--- src/rtl/ctrl_pkg.sv ---
// Shared constants, state encoding and output decode for the multicycle control unit.
package ctrl_pkg;

  localparam int ST_W  = 5;
  localparam int CNT_W = 3;

  localparam logic [5:0] OP_RTYPE = 6'h00;
  localparam logic [5:0] OP_ADDI  = 6'h08;
  localparam logic [5:0] OP_LW    = 6'h23;
  localparam logic [5:0] OP_SW    = 6'h2B;
  localparam logic [5:0] OP_BEQ   = 6'h04;
  localparam logic [5:0] OP_J     = 6'h02;

  localparam logic [5:0] F_ADD = 6'h20;
  localparam logic [5:0] F_SUB = 6'h22;
  localparam logic [5:0] F_AND = 6'h24;
  localparam logic [5:0] F_OR  = 6'h25;
  localparam logic [5:0] F_SLT = 6'h2A;

  localparam logic [2:0] ALU_ADD = 3'b001;
  localparam logic [2:0] ALU_SUB = 3'b010;
  localparam logic [2:0] ALU_AND = 3'b011;
  localparam logic [2:0] ALU_OR  = 3'b100;
  localparam logic [2:0] ALU_SLT = 3'b111;

  localparam logic [1:0] PCSRC_ALU    = 2'b00;
  localparam logic [1:0] PCSRC_ALUOUT = 2'b01;
  localparam logic [1:0] PCSRC_JUMP   = 2'b10;
  localparam logic [1:0] PCSRC_EXC    = 2'b11;

  localparam logic [1:0] SRCB_B      = 2'b00;
  localparam logic [1:0] SRCB_FOUR   = 2'b01;
  localparam logic [1:0] SRCB_IMM    = 2'b10;
  localparam logic [1:0] SRCB_IMM_SH = 2'b11;

  localparam logic [1:0] REGDST_RT = 2'b00;
  localparam logic [1:0] REGDST_RD = 2'b01;

  typedef enum logic [ST_W-1:0] {
    S_RESET      = 5'd0,  S_FETCH  = 5'd1,  S_FETCH_WAIT = 5'd2,  S_DECODE = 5'd3,
    S_EXEC_R     = 5'd4,  S_WB_R   = 5'd5,  S_EXEC_I     = 5'd6,  S_WB_I   = 5'd7,
    S_ADDR       = 5'd8,  S_MEM_RD = 5'd9,  S_MEM_WAIT   = 5'd10, S_WB_MEM = 5'd11,
    S_MEM_WR     = 5'd12, S_BRANCH = 5'd13, S_JUMP       = 5'd14, S_EXC    = 5'd15
  } state_t;

  typedef struct packed {
    logic       pc_write;
    logic       ir_write;
    logic       mdr_load;
    logic       a_load;
    logic       b_load;
    logic       alu_out_load;
    logic       epc_write;
    logic       reg_write;
    logic       mem_read;
    logic       mem_write;
    logic       iord;
    logic [1:0] reg_dst;
    logic       mem_to_reg;
    logic       alu_src_a;
    logic [1:0] alu_src_b;
    logic [2:0] alu_op;
    logic [1:0] pc_source;
  } ctrl_t;

  function automatic logic funct_valid(input logic [5:0] f);
    case (f)
      F_ADD, F_SUB, F_AND, F_OR, F_SLT: return 1'b1;
      default:                          return 1'b0;
    endcase
  endfunction

  function automatic logic [2:0] alu_for_funct(input logic [5:0] f);
    case (f)
      F_ADD:   return ALU_ADD;
      F_SUB:   return ALU_SUB;
      F_AND:   return ALU_AND;
      F_OR:    return ALU_OR;
      F_SLT:   return ALU_SLT;
      default: return ALU_ADD;
    endcase
  endfunction

  // Moore decode; `last` marks the final cycle of a wait state.
  function automatic ctrl_t ctrl_decode(input state_t st, input logic last, input logic [5:0] f);
    ctrl_t c;
    c = '0;
    case (st)
      S_FETCH, S_FETCH_WAIT: begin
        c.mem_read  = 1'b1;
        c.alu_src_b = SRCB_FOUR;
        c.alu_op    = ALU_ADD;
        c.ir_write  = (st == S_FETCH_WAIT) && last;
        c.pc_write  = (st == S_FETCH_WAIT) && last;
        c.pc_source = PCSRC_ALU;
      end
      S_DECODE: begin
        c.a_load       = 1'b1;
        c.b_load       = 1'b1;
        c.alu_src_b    = SRCB_IMM_SH;
        c.alu_op       = ALU_ADD;
        c.alu_out_load = 1'b1;
      end
      S_EXEC_R: begin
        c.alu_src_a    = 1'b1;
        c.alu_src_b    = SRCB_B;
        c.alu_op       = alu_for_funct(f);
        c.alu_out_load = 1'b1;
      end
      S_WB_R: begin
        c.reg_dst   = REGDST_RD;
        c.reg_write = 1'b1;
      end
      S_EXEC_I, S_ADDR: begin
        c.alu_src_a    = 1'b1;
        c.alu_src_b    = SRCB_IMM;
        c.alu_op       = ALU_ADD;
        c.alu_out_load = 1'b1;
      end
      S_WB_I: begin
        c.reg_dst   = REGDST_RT;
        c.reg_write = 1'b1;
      end
      S_MEM_RD, S_MEM_WAIT: begin
        c.iord     = 1'b1;
        c.mem_read = 1'b1;
        c.mdr_load = (st == S_MEM_WAIT) && last;
      end
      S_WB_MEM: begin
        c.reg_dst    = REGDST_RT;
        c.mem_to_reg = 1'b1;
        c.reg_write  = 1'b1;
      end
      S_MEM_WR: begin
        c.iord      = 1'b1;
        c.mem_write = 1'b1;
      end
      S_BRANCH: begin
        c.alu_src_a = 1'b1;
        c.alu_src_b = SRCB_B;
        c.alu_op    = ALU_SUB;
        c.pc_source = PCSRC_ALUOUT;
      end
      S_JUMP: begin
        c.pc_source = PCSRC_JUMP;
        c.pc_write  = 1'b1;
      end
      S_EXC: begin
        c.alu_src_b = SRCB_FOUR;
        c.alu_op    = ALU_SUB;
        c.epc_write = 1'b1;
        c.pc_source = PCSRC_EXC;
        c.pc_write  = 1'b1;
      end
      default: c = '0;
    endcase
    return c;
  endfunction

endpackage

--- src/rtl/mem_wait_counter.sv ---
// Saturating memory wait counter: clear on wait entry, count while enabled, flag the last cycle.
module mem_wait_counter
  import ctrl_pkg::*;
#(
  parameter int MEM_WAIT = 1
) (
  input  logic clk,
  input  logic reset,
  input  logic clr,
  input  logic en,
  output logic done,
  output logic done_nxt
);

  localparam logic [CNT_W-1:0] LAST = CNT_W'(MEM_WAIT - 1);

  logic [CNT_W-1:0] cnt_r;
  logic [CNT_W-1:0] cnt_nxt_s;

  // Next count value, saturating at the last wait cycle.
  always_comb begin
    cnt_nxt_s = cnt_r;
    if (clr) begin
      cnt_nxt_s = '0;
    end else if (en && (cnt_r != LAST)) begin
      cnt_nxt_s = cnt_r + 3'd1;
    end else begin
      cnt_nxt_s = cnt_r;
    end
  end

  // Count register.
  always_ff @(posedge clk or posedge reset) begin
    if (reset) begin
      cnt_r <= '0;
    end else begin
      cnt_r <= cnt_nxt_s;
    end
  end

  assign done     = (cnt_r == LAST);
  assign done_nxt = (cnt_nxt_s == LAST);

endmodule

--- src/rtl/control_unit_mc.sv ---
// Multicycle control FSM with registered Moore outputs.
// Optional CTRL_OVERFLOW_EXC_EN: arithmetic overflow in EXEC_R(add/sub)/EXEC_I traps to EXC.
module control_unit_mc
  import ctrl_pkg::*;
#(
  parameter int MEM_WAIT = 1,
  parameter int STATE_W  = 5
) (
  input  logic               clk,
  input  logic               reset,
  input  logic [5:0]         opcode,
  input  logic [5:0]         funct,
  input  logic               zero,
  input  logic               overflow,
  output logic               PCWrite,
  output logic               IRWrite,
  output logic               MDRLoad,
  output logic               ALoad,
  output logic               BLoad,
  output logic               ALUOutLoad,
  output logic               EPCWrite,
  output logic               RegWrite,
  output logic               MemRead,
  output logic               MemWrite,
  output logic               IorD,
  output logic [1:0]         RegDst,
  output logic               MemToReg,
  output logic               ALUSrcA,
  output logic [1:0]         ALUSrcB,
  output logic [2:0]         ALUOp,
  output logic [1:0]         PCSource,
  output logic [STATE_W-1:0] state_dbg
);

  state_t state_r;
  state_t state_nxt_s;
  ctrl_t  ctrl_r;
  logic   wait_clr_s;
  logic   wait_en_s;
  logic   wait_done_s;
  logic   wait_done_nxt_s;
  logic   last_nxt_s;
  logic   ovf_trap_r_s;
  logic   ovf_trap_i_s;

`ifdef CTRL_OVERFLOW_EXC_EN
  assign ovf_trap_r_s = overflow && ((funct == F_ADD) || (funct == F_SUB));
  assign ovf_trap_i_s = overflow;
`else
  logic unused_overflow;
  assign unused_overflow = overflow;
  assign ovf_trap_r_s    = 1'b0;
  assign ovf_trap_i_s    = 1'b0;
`endif

  assign wait_clr_s = (state_r == S_FETCH) || (state_r == S_MEM_RD);
  assign wait_en_s  = (state_r == S_FETCH_WAIT) || (state_r == S_MEM_WAIT);

  mem_wait_counter #(.MEM_WAIT(MEM_WAIT)) u_wait (
    .clk      (clk),
    .reset    (reset),
    .clr      (wait_clr_s),
    .en       (wait_en_s),
    .done     (wait_done_s),
    .done_nxt (wait_done_nxt_s)
  );

  // Next-state selection.
  always_comb begin
    state_nxt_s = state_r;
    case (state_r)
      S_RESET:      state_nxt_s = S_FETCH;
      S_FETCH:      state_nxt_s = S_FETCH_WAIT;
      S_FETCH_WAIT: state_nxt_s = wait_done_s ? S_DECODE : S_FETCH_WAIT;
      S_DECODE: begin
        case (opcode)
          OP_RTYPE:     state_nxt_s = funct_valid(funct) ? S_EXEC_R : S_EXC;
          OP_ADDI:      state_nxt_s = S_EXEC_I;
          OP_LW, OP_SW: state_nxt_s = S_ADDR;
          OP_BEQ:       state_nxt_s = S_BRANCH;
          OP_J:         state_nxt_s = S_JUMP;
          default:      state_nxt_s = S_EXC;
        endcase
      end
      S_EXEC_R:   state_nxt_s = ovf_trap_r_s ? S_EXC : S_WB_R;
      S_EXEC_I:   state_nxt_s = ovf_trap_i_s ? S_EXC : S_WB_I;
      S_ADDR:     state_nxt_s = (opcode == OP_LW) ? S_MEM_RD : S_MEM_WR;
      S_MEM_RD:   state_nxt_s = S_MEM_WAIT;
      S_MEM_WAIT: state_nxt_s = wait_done_s ? S_WB_MEM : S_MEM_WAIT;
      default:    state_nxt_s = S_FETCH;
    endcase
  end

  // The output register must know one cycle ahead whether the wait state it enters is the last one.
  assign last_nxt_s = ((state_nxt_s == S_FETCH_WAIT) || (state_nxt_s == S_MEM_WAIT)) && wait_done_nxt_s;

  // State and output registers; reset clears both asynchronously.
  always_ff @(posedge clk or posedge reset) begin
    if (reset) begin
      state_r <= S_RESET;
      ctrl_r  <= '0;
    end else begin
      state_r <= state_nxt_s;
      ctrl_r  <= ctrl_decode(state_nxt_s, last_nxt_s, funct);
    end
  end

  assign PCWrite    = ctrl_r.pc_write | ((state_r == S_BRANCH) & zero);
  assign IRWrite    = ctrl_r.ir_write;
  assign MDRLoad    = ctrl_r.mdr_load;
  assign ALoad      = ctrl_r.a_load;
  assign BLoad      = ctrl_r.b_load;
  assign ALUOutLoad = ctrl_r.alu_out_load;
  assign EPCWrite   = ctrl_r.epc_write;
  assign RegWrite   = ctrl_r.reg_write;
  assign MemRead    = ctrl_r.mem_read;
  assign MemWrite   = ctrl_r.mem_write;
  assign IorD       = ctrl_r.iord;
  assign RegDst     = ctrl_r.reg_dst;
  assign MemToReg   = ctrl_r.mem_to_reg;
  assign ALUSrcA    = ctrl_r.alu_src_a;
  assign ALUSrcB    = ctrl_r.alu_src_b;
  assign ALUOp      = ctrl_r.alu_op;
  assign PCSource   = ctrl_r.pc_source;
  assign state_dbg  = STATE_W'(state_r);

endmodule

--- config.mk ---
export PLATFORM = sky130hd
export DESIGN_NAME = control_unit_mc
export DESIGN_NICKNAME = d
export VERILOG_FILES = /design/src/rtl/ctrl_pkg.sv /design/src/rtl/mem_wait_counter.sv /design/src/rtl/control_unit_mc.sv
export SDC_FILE = /design/constraint.sdc
export NUM_CORES = 1
export LEC_CHECK = 0
export ABC_CLOCK_PERIOD_IN_PS = 2110
export CORE_ASPECT_RATIO = 1.5
export CORE_MARGIN = 8
export CORE_UTILIZATION = 43
export DETAILED_ROUTE_END_ITERATION = 8
export PLACE_DENSITY = 0.84
export SYNTH_ARGS = -nofsm -noshare
export SYNTH_HDL_FRONTEND = slang
export SYNTH_SLANG_ARGS = --single-unit
--- constraint.sdc ---
create_clock -name clk -period 2.11 [get_ports clk]
set_clock_uncertainty 0.2 [all_clocks]
set_input_delay 0.211 -clock clk [delete_from_list [all_inputs] [get_ports clk]]
set_output_delay 0.211 -clock clk [all_outputs]
set_load 0.02 [all_outputs]
Word-level counts from Yosys, hierarchy flattened
Cells that the tools add are included.

Bitwise logic cells: 2. Mux-type cells: 27. $add $sub $neg: 1. Reduce and logical (&&, ||, !) cells: 22. Equality and inequality tests: 34.

Operators by type and width (count): equality test 5 x 4 -> 1 bit (second input constant) (12); equality test 6 bit (second input constant) (7); case mux 4 bit (8 select lines) (1); equality test 5 x 3 -> 1 bit (second input constant) (6); case mux 5 bit (6 select lines) (1); equality test 5 x 2 -> 1 bit (second input constant) (4); case mux 4 bit (5 select lines) (1); two-way mux 1 bit (16); case mux 3 bit (4 select lines) (1); OR reduction 4 bit (3); equality test 5 x 1 -> 1 bit (second input constant) (2); OR reduction 2 bit (5); two-way mux 3 bit (3); equality test 6 x 2 -> 1 bit (second input constant) (1); equality test 6 x 3 -> 1 bit (second input constant) (1); equality test 6 x 4 -> 1 bit (second input constant) (1); logical NOT 3 bit (2); logical NOT 6 bit (1); case mux 2 bit (3 select lines) (1); OR reduction 3 bit (2); OR reduction 5 bit (1); logical AND 1 bit (4); two-way mux 4 bit (1); adder 3 x 1 -> 3 bit (second input constant) (1); other kinds (6) (8).

Register bits: 30. Word-level logic and storage cells: 105. Output and inout bits: 27.

Depth between registers and ports, before layout
Gate-level depths: netlist of run 1.

Depth after elaboration: 13. Mapped depth: 8. Gate-level depth less buffers: 8.

Modules after synthesis
Synthesis of run 1 repeated with hierarchy kept, for this count alone.

Cells, all modules: 159. Area, all modules: 1539.0 um^2.

By module, submodules not included: control_unit_mc (area an instance 1331.3 um^2, cells each 135, times used 1); mem_wait_counter (area an instance 207.7 um^2, cells each 24, times used 1).

Worst setup path after synthesis of run 1
No wires, ideal clock.

Path type: flip-flop to flip-flop. Start point: reg state_r[0] (netlist: state_dbg[0]). End point: reg ctrl_r, in the netlist ALUSrcA. Period minus slack after synthesis: 2.331 ns. Path slack: -0.221 ns. Data required time: 1.785 ns. Setup time: 0.125 ns. Cell stages (with the launch flop): 8. Data arrival time: 2.006 ns. Cells stage by stage: dfrtp_1 > buf_2 > inv_1 > or4_1 > o311a_4 > and2_4 > o21ai_2 > o21ai_1.

Cells in the longest elaborated chain, start to end: 5.

RTL lines: start, declared (RTL line control_unit_mc.sv:35) `state_t state_r;`; start signal, assigned (RTL line control_unit_mc.sv:103) `state_r <= state_nxt_s;`; equality test 5 x 4 -> 1 bit, or another cell as far along (RTL line control_unit_mc.sv:71) `case (state_r)`; case mux 4 bit (8 select lines) (*) (RTL line control_unit_mc.sv:71); equality test 5 x 4 -> 1 bit or equality test 5 x 3 -> 1 bit (tied branches) (RTL line ctrl_pkg.sv:88) `case (st)`; OR reduction 4 bit (no source line) (*); two-way mux 1 bit (*) (RTL line ctrl_pkg.sv:88); end signal, assigned (RTL line control_unit_mc.sv:104) `ctrl_r <= ctrl_decode(state_nxt_s, last_nxt_s, funct);`; end, declared (RTL line control_unit_mc.sv:37) `ctrl_t ctrl_r;`.

Mark *: on every way between the ends. The rest lies on a longest branch, timed or not.

Final worst setup path of run 1
Start point: reg state_r[3] (netlist: state_dbg[3]). End point: reg ctrl_r, in the netlist MemRead.

Cells in the longest elaborated chain, start to end: 5.

RTL lines: equality test 5 x 4 -> 1 bit, or another cell as far along (RTL line control_unit_mc.sv:71); case mux 4 bit (8 select lines) (*) (RTL line control_unit_mc.sv:71); via state_nxt_s[1] (RTL line control_unit_mc.sv:36) `state_t state_nxt_s;`; equality test 5 x 2 -> 1 bit, or another cell as far along (RTL line ctrl_pkg.sv:88); OR reduction 4 bit (no source line) (*); two-way mux 1 bit (*) (RTL line ctrl_pkg.sv:88).

Mark *: on every way through the listed nets, which the timed path passes. The rest lies on a longest branch.

==> results of run 1 <==
## cell usage after synthesis, types with 2 or more instances
master,count
a21oi_1,6
a31oi_1,2
a31oi_4,2
buf_2,2
buf_4,11
dfrtp_1,27
ha_1,2
inv_1,14
inv_2,2
nand2_1,4
nand2b_1,5
nand3_1,6
nor2_1,12
nor2b_1,3
nor3_1,4
nor4_1,3
nor4b_1,2
o21ai_0,3
o21ai_1,8
o311ai_1,3
or3_1,3
or4_1,2
xnor2_1,2
## layer usage
metal / vias to the layer above / wire length, um / GRT usage
li1: 698 / - / -
met3: 10 / 249 / 0.01757
met2: 55 / 2586 / 0.2523
met4: 0 / 135 / 0.09363
met5: - / 0 / 0
met1: 728 / 1619 / 0.1525
## area by class of cell
cell class	count	area, um^2
multi-input cells	101	889.6
inverters	16	66.31
clock buffers	3	41.29
fillers	225	923.4
repair buffers	86	755.7
well taps	42	52.55
flip-flops and latches	27	679.4
clock inverters	1	7.507
## critical path: stages (launching register included)
cell        delay, ps
dfrtp_1           410
buf_6             140
a21o_1            200
a211o_1           300
a31oi_4           180
buf_6             160
clkinvlp_4        160
xnor2_4           170
nor2_1            150
## registers in the layout, summed over array words and instances, names as in the netlist
name          count
ALUSrcB           2
MemWrite          1
ALUOp             3
u_wait.cnt_r      3
IRWrite           1
RegDst            1
ALUOutLoad        1
ctrl_r            1
ALoad             1
RegWrite          1
EPCWrite          1
MemRead           1
MemToReg          1
MDRLoad           1
IorD              1
ALUSrcA           1
state_dbg         4
PCSource          2
## how the worst min path moves through the flow
| stage | start | endpoint | slack, ps |
|---|---|---|---|
| after detailed placement | u_wait.cnt_r[2]$_DFF_PP0_ | u_wait.cnt_r[2]$_DFF_PP0_ | 390 |
| after CTS | reset | u_wait.cnt_r[2]$_DFF_PP0_ | 100 |
| final | reset | u_wait.cnt_r[2]$_DFF_PP0_ | 90 |
| after global placement | u_wait.cnt_r[2]$_DFF_PP0_ | u_wait.cnt_r[2]$_DFF_PP0_ | 370 |
| after global routing | reset | MemToReg$_DFF_PP0_ | 150 |
| after floorplan | reset | ALUOp[0]$_DFF_PP0_ | 60 |
## power by group
part / leakage (nW) / switching, mW / internal, mW
Combinational: 0.751 / 1.36 / 1.22
Sequential: 0.351 / 0.0827 / 0.699
Clock: 0.0217 / 0.156 / 0.134
## kinds of logic after synthesis
family                     Yosys count  synth area share
and+or+nand+nor                     56            0.2202
AOI/OAI and AO/OA                   36            0.1925
buffers and inverters               29           0.09911
DFF                                 27            0.4387
xor gates and xnor gates             3           0.01706
adders and majority gates            2           0.01624
muxes                                2           0.01381
other                                1          0.002435
## what timing repair did
item                                    in CTS  in global routing
endpoints found under the setup margin      14                 14
resized for setup                           21                 22
pin swaps                                   12                 11
hold endpoints to repair                     0                  0
buffers inserted                             4                  7
==> results.md, run 1 <==
- Drt initial violations: 38
- Num rows: 26
- Antenna cells: 0
- GP Congestion: 0.8383
- Commonest non-fill, non-tap cell in the layout: buf_4
- Post-synth top area share: 0.4387
- First-pass GRT wire length: 6582 um
- Antenna violations before repair: 0
- Die Width: 64.87 um
- Average size of a mapped cell: 9.873 um^2
- Power per cell area: 1464 nW/um^2
- GRT Total Usage: 0.1412
- Routed wire length per instance: 16.63 um
- Final Cell Area: 2492 um^2
- Hpwl dp: 2953 um
- IO Port Bufs: 39
- Reg2reg start: state_dbg[3]$_DFF_PP0_
- Worst-skew pair later-pin latency: 260 ps
- Crit start category: flop
- R2R setup slack: -40 ps
- CTS Buffer Depth: 2
- Crit path to: MemRead$_DFF_PP0_
- Final setup vio count: 6
- Crit path required time: 2100 ps
- Total grt overflow: 0
- Clock Pin Slew Worst Setup and Hold Paths: 90 ps
- Ys Warns: 0
- Avg Vias per Cell: 5.402
- Layout cells sized above 1: 0.3974
- Yosys cell types: 51
- Final core occ: 0.7297
- Max Clk Rate: 465.1 MHz
- Tcrit/Tclk final: 1.019
- Failing checks: setup timing
- Area contributors post-synth: dfrtp_1 44%, buf_4 5.4%, inv_1 3.4%
- First-pass DRT Iterations: 5
- Via count: 1491
- Critical path peak fanout: 7
- Initial Utilization: 0.4509
- Final wirelength: 4591 um
- Sequential area share after synthesis: 0.4387
- Antenna-violating nets left: 0
- Total negative slack: -128.4 ps
- Cell leakage power: 1.124 nW
- FFs w/ async S/R, synth: 1.000
- CP Capture Type: flop
- MaxCap Viol Count: 0
- Yosys top cell by area: dfrtp_1
- Setup crit start: state_dbg[3]$_DFF_PP0_
- Tot Pwr: 3.650 mW
- Slew Limit Fails: 0
- Dpl cell area: 2191 um^2
- Cells after Synth: 156
- Critical path data arrival time: 2140 ps
- Min-Delay Path Class: in -> async
- Die H: 89.30 um
- Commonest non-fill, non-tap cells in the layout: 42 x buf_4, 31 x clkdlybuf4s50_1, 24 x dfrtp_1
- Setup WS post-layout: -39.87 ps
- Level count of the clock H-tree: 1
- Layout area overhead: 61.82%
- Hold slack: 92.24 ps
- Worst reg2reg path endpoint: MemRead$_DFF_PP0_
- DRC violations left: 0
- Hold_buf cts: 0
- RSZ-0062 raised after global routing: yes
- Finished Layout Cells: 276
- Clock root cell: clkbuf_8
- I/O pin count: 43
- CTS tree: yes
- Main synth FF type: dfrtp_1
- Final Hold Vio Count: 0
- Num CTS Buffers: 3
- #FFs+latches synth: 27
- Nets@finish: 253
- Pin count of the biggest net entering global routing: 28
- Setup CP Type: reg -> reg
- Vias in the first global route: 1500
- Mapped cell area: 1540 um^2
- Post-synth EDFFs: 0
- Worst R2R Path Depth: 8
- Clk sinks: 27
- Status: complete, but fails checks
- Dpl cells: 262
- Tmin final: 2150 ps
- DIE AREA: 5792 um^2
- Core area: 3416 um^2
- Maximum vdd drop: 0.9782 mV
- DP Worst Slack: -414.9 ps
Note: power is estimated with default switching activity, not from simulation.
==> inputs of run 2 (changes only) <==
--- a/config.mk
+++ b/config.mk
@@ -9,8 +9,10 @@
 export CORE_ASPECT_RATIO = 1.5
 export CORE_MARGIN = 8
 export CORE_UTILIZATION = 43
+export CTS_CLUSTER_DIAMETER = 100
 export DETAILED_ROUTE_END_ITERATION = 8
 export PLACE_DENSITY = 0.84
+export SLEW_MARGIN = 0
 export SYNTH_ARGS = -nofsm -noshare
 export SYNTH_HDL_FRONTEND = slang
 export SYNTH_SLANG_ARGS = --single-unit
==> results of run 2 <==
The final DEF is identical to that of run 1; final timing and power are the same.
==> inputs of run 3 (changes only) <==
--- a/config.mk
+++ b/config.mk
@@ -5,13 +5,14 @@
 export SDC_FILE = /design/constraint.sdc
 export NUM_CORES = 1
 export LEC_CHECK = 0
+export ABC_AREA = 1
 export ABC_CLOCK_PERIOD_IN_PS = 2110
 export CORE_ASPECT_RATIO = 1.5
-export CORE_MARGIN = 8
-export CORE_UTILIZATION = 43
+export CORE_MARGIN = 1.5
+export CORE_UTILIZATION = 42
 export CTS_CLUSTER_DIAMETER = 100
 export DETAILED_ROUTE_END_ITERATION = 8
-export PLACE_DENSITY = 0.84
+export PLACE_DENSITY = 0.83
 export SLEW_MARGIN = 0
 export SYNTH_ARGS = -nofsm -noshare
 export SYNTH_HDL_FRONTEND = slang
==> results.md, run 3 <==
- Status: completed (was complete, but fails checks)
- Num CTS Buffers: 3 (unchanged)
- Slowest cell delay on critical path: 380 ps (was 410 ps)
- Initial Utilization: 0.4386 (was 0.4509)
- DP Worst Slack: -155.8 ps (was -414.9 ps)
- Cells after Synth: 197 (was 156)
- Hold_buf cts: 0 (unchanged)
- Crit path required time: 2080 ps (was 2100 ps)
- Total grt overflow: 0 (unchanged)
- Finished Layout Cells: 289 (was 276)
- Mapped cell area: 1484 um^2 (was 1540 um^2)
- Yosys top cell by area: dfrtp_1 (unchanged)
- Largest register FFs: 4 (unchanged)
- First-pass DRT Iterations: 4 (was 5)
- Clock root cell: clkbuf_8 (unchanged)
- MaxCap Viol Count: 0 (unchanged)
- Slowest cell on crit path: dfrtp_1 (unchanged)
- Tmin final: 2025 ps (was 2150 ps)
- Setup CP Type: reg -> reg (unchanged)
- Post-synth EDFFs: 0 (unchanged)
- CTS Buffer Depth: 2 (unchanged)
- Routed wire length per instance: 10.78 um (was 16.63 um)
- Level count of the clock H-tree: 1 (unchanged)
- Core area: 3383 um^2 (was 3416 um^2)
- Commonest non-fill, non-tap cell in the layout: clkdlybuf4s50_1 (was buf_4)
- Main synth FF type: dfrtp_1 (unchanged)
- Critical path peak fanout: 4 (was 7)
- Sequential area share after synthesis: 0.4553 (was 0.4387)
- Antenna cells: 0 (unchanged)
- Hpwl dp: 2397 um (was 2953 um)
- Clk sinks: 27 (unchanged)
- Slew Limit Fails: 0 (unchanged)
- GRT Total Usage: 0.1718 (was 0.1412)
- Final setup vio count: 0 (was 6)
- I/O pin count: 43 (unchanged)
- GP Congestion: 0.7780 (was 0.8383)
- Drt initial violations: 32 (was 38)
- Antenna violations before repair: 0 (unchanged)
- Most common cell in the netlist: nand2_1 (was dfrtp_1)
- #FFs+latches synth: 27 (unchanged)
- Layout area overhead: 39.80% (was 61.82%)
- Dpl cells: 283 (was 262)
- Die H: 75.80 um (was 89.30 um)
- DRC violations left: 0 (unchanged)
- Final wirelength: 3115 um (was 4591 um)
- Die Width: 51.53 um (was 64.87 um)
- Vias in the first global route: 1260 (was 1500)
- Max Clk Rate: 493.9 MHz (was 465.1 MHz)
- Commonest cells in the netlist: 39 x nand2_1, 30 x nor2_1, 29 x inv_1 (was 27 x dfrtp_1, 14 x inv_1, 12 x nor2_1)
- Num rows: 26 (unchanged)
- Critical path data arrival time: 2000 ps (was 2140 ps)
- Ys Warns: 0 (unchanged)
- CTS tree: yes (unchanged)
- Average size of a mapped cell: 7.533 um^2 (was 9.873 um^2)
- Post-synth top area share: 0.4553 (was 0.4387)
- Layout cells sized above 1: 0.2024 (was 0.3974)
- Fill cell count: 297 (was 225)
- Hold slack: 85.54 ps (was 92.24 ps)
- First-pass GRT wire length: 5175 um (was 6582 um)
- Final Cell Area: 2074 um^2 (was 2492 um^2)
- Commonest non-fill, non-tap cells in the layout: 38 x clkdlybuf4s50_1, 37 x nand2_1, 29 x inv_1 (was 42 x buf_4, 31 x clkdlybuf4s50_1, 24 x dfrtp_1)
- Via count: 1398 (was 1491)
- Pin count of the biggest net entering global routing: 28 (unchanged)
- CP Capture Type: flop (unchanged)
- Crit start category: flop (unchanged)
- Setup WS post-layout: 85.16 ps (was -39.87 ps)
- Worst-skew pair later-pin latency: 280 ps (was 260 ps)
- Nets@finish: 266 (was 253)
- Final Hold Vio Count: 0 (unchanged)
- Yosys cell types: 24 (was 51)
- Maximum vdd drop: 0.8237 mV (was 0.9782 mV)
- Avg Vias per Cell: 4.837 (was 5.402)
- Tot Pwr: 2.667 mW (was 3.650 mW)
- Area contributors post-synth: dfrtp_1 46%, nand2_1 9.9%, nor2_1 7.6% (was dfrtp_1 44%, buf_4 5.4%, inv_1 3.4%)
- Min-Delay Path Class: in -> async (unchanged)
- Cell Chain, Critical Path: inv_1, ha_1, inv_1, nor2_4, nor3_4, buf_4, nand2_1, a21oi_1, nor3_2, nand2_1, o21ai_1 (was buf_6, a21o_1, a211o_1, a31oi_4, buf_6, clkinvlp_4, xnor2_4, nor2_1)
- Final core occ: 0.6132 (was 0.7297)
- Tcrit/Tclk final: 0.9596 (was 1.019)
- Dpl cell area: 1961 um^2 (was 2191 um^2)
- Power per cell area: 1286 nW/um^2 (was 1464 nW/um^2)
- IO Port Bufs: 39 (unchanged)
- Total negative slack: 0 ps (was -128.4 ps)
- Clock Pin Slew Worst Setup and Hold Paths: 90 ps (about the same)
- DIE AREA: 3906 um^2 (was 5792 um^2)
- FFs w/ async S/R, synth: 1.000 (unchanged)
- Antenna-violating nets left: 0 (unchanged)
- Cell leakage power: 1.062 nW (was 1.124 nW)
==> run 3: changes by cell type after synthesis, sizes merged, moves of 4 or more <==
cell    before  now
nand2        4   45
nor2        12   34
inv         16   34
nand3        6   18
o21ai       12    6
nand2b       5    0
nand4        0    4
nor4         4    0
==> run 3: cell type report <==
| type | count | area [um^2] | share of cell area |
|---|---|---|---|
| multi-input combinational | 126 | 650.6 | 0.3136 |
| sequential | 27 | 676.9 | 0.3263 |
| tap | 42 | 52.55 | 0.02533 |
| clock buffer | 3 | 41.29 | 0.01990 |
| clock inverter | 1 | 5.005 | 0.002413 |
| timing repair buffer | 56 | 520.5 | 0.2509 |
| inverter | 34 | 127.6 | 0.06152 |
==> run 3: timing repair <==
action | in CTS | in global routing
setup buffers | 0 | 2
setup endpoints to repair | 0 | 13
resized for setup | 0 | 15
==> run 3: logic make-up (layout without fill, tap and decap cells) <==
kind of cell / count (synthesis) / after routing / share of synthesized area
AND/OR/NAND/NOR: 106 / 106 / 0.3187
buffers and inverters: 45 / 94 / 0.1417
flip-flops: 27 / 27 / 0.4553
AO/OA/AOI/OAI: 16 / 16 / 0.06492
adder cells (fa/ha/maj): 2 / 2 / 0.01686
other: 1 / 2 / 0.002527
==> run 3: critical path: cells and delay by family, from the launching register on <==
family	cells	cell delay [ps]
compound gates	2	300
fa+ha+maj	1	190
buf+inv	3	320
flops	1	380
simple gates	5	540
==> run 3: report_power, final <==
group	leakage [nW]	internal [mW]	switching, mW
Clock	0.0255	0.133	0.161
Sequential	0.355	0.681	0.0751
Combinational	0.682	0.659	0.958
==> run 3: path summary, 6_finish.rpt <==
path	end	start	slack, ps	cells past startpoint
worst min register to register	RegWrite$_DFF_PP0_	state_dbg[0]$_DFF_PP0_	430	3
worst max register to register	ctrl_r[21]$_DFF_PP0_	u_wait.cnt_r[0]$_DFF_PP0_	90	11
max in group asynchronous	state_dbg[2]$_DFF_PP0_	reset	1350	3
worst max-delay path	ctrl_r[21]$_DFF_PP0_	u_wait.cnt_r[0]$_DFF_PP0_	90	11
min in group clk	RegWrite$_DFF_PP0_	state_dbg[0]$_DFF_PP0_	430	3
worst min-delay path	MDRLoad$_DFF_PP0_	reset	90	3
==> run 3: per-layer routing <==
layer | wire length, um | GRT usage | vias to the layer above | part of all wire
met5 | 0 | 0 | - | 0
met4 | 145 | 0.07895 | 0 | 0.047
met3 | 115 | 0.01569 | 13 | 0.037
met2 | 1677 | 0.3205 | 45 | 0.54
met1 | 1177 | 0.1960 | 635 | 0.38
li1 | - | - | 705 | -
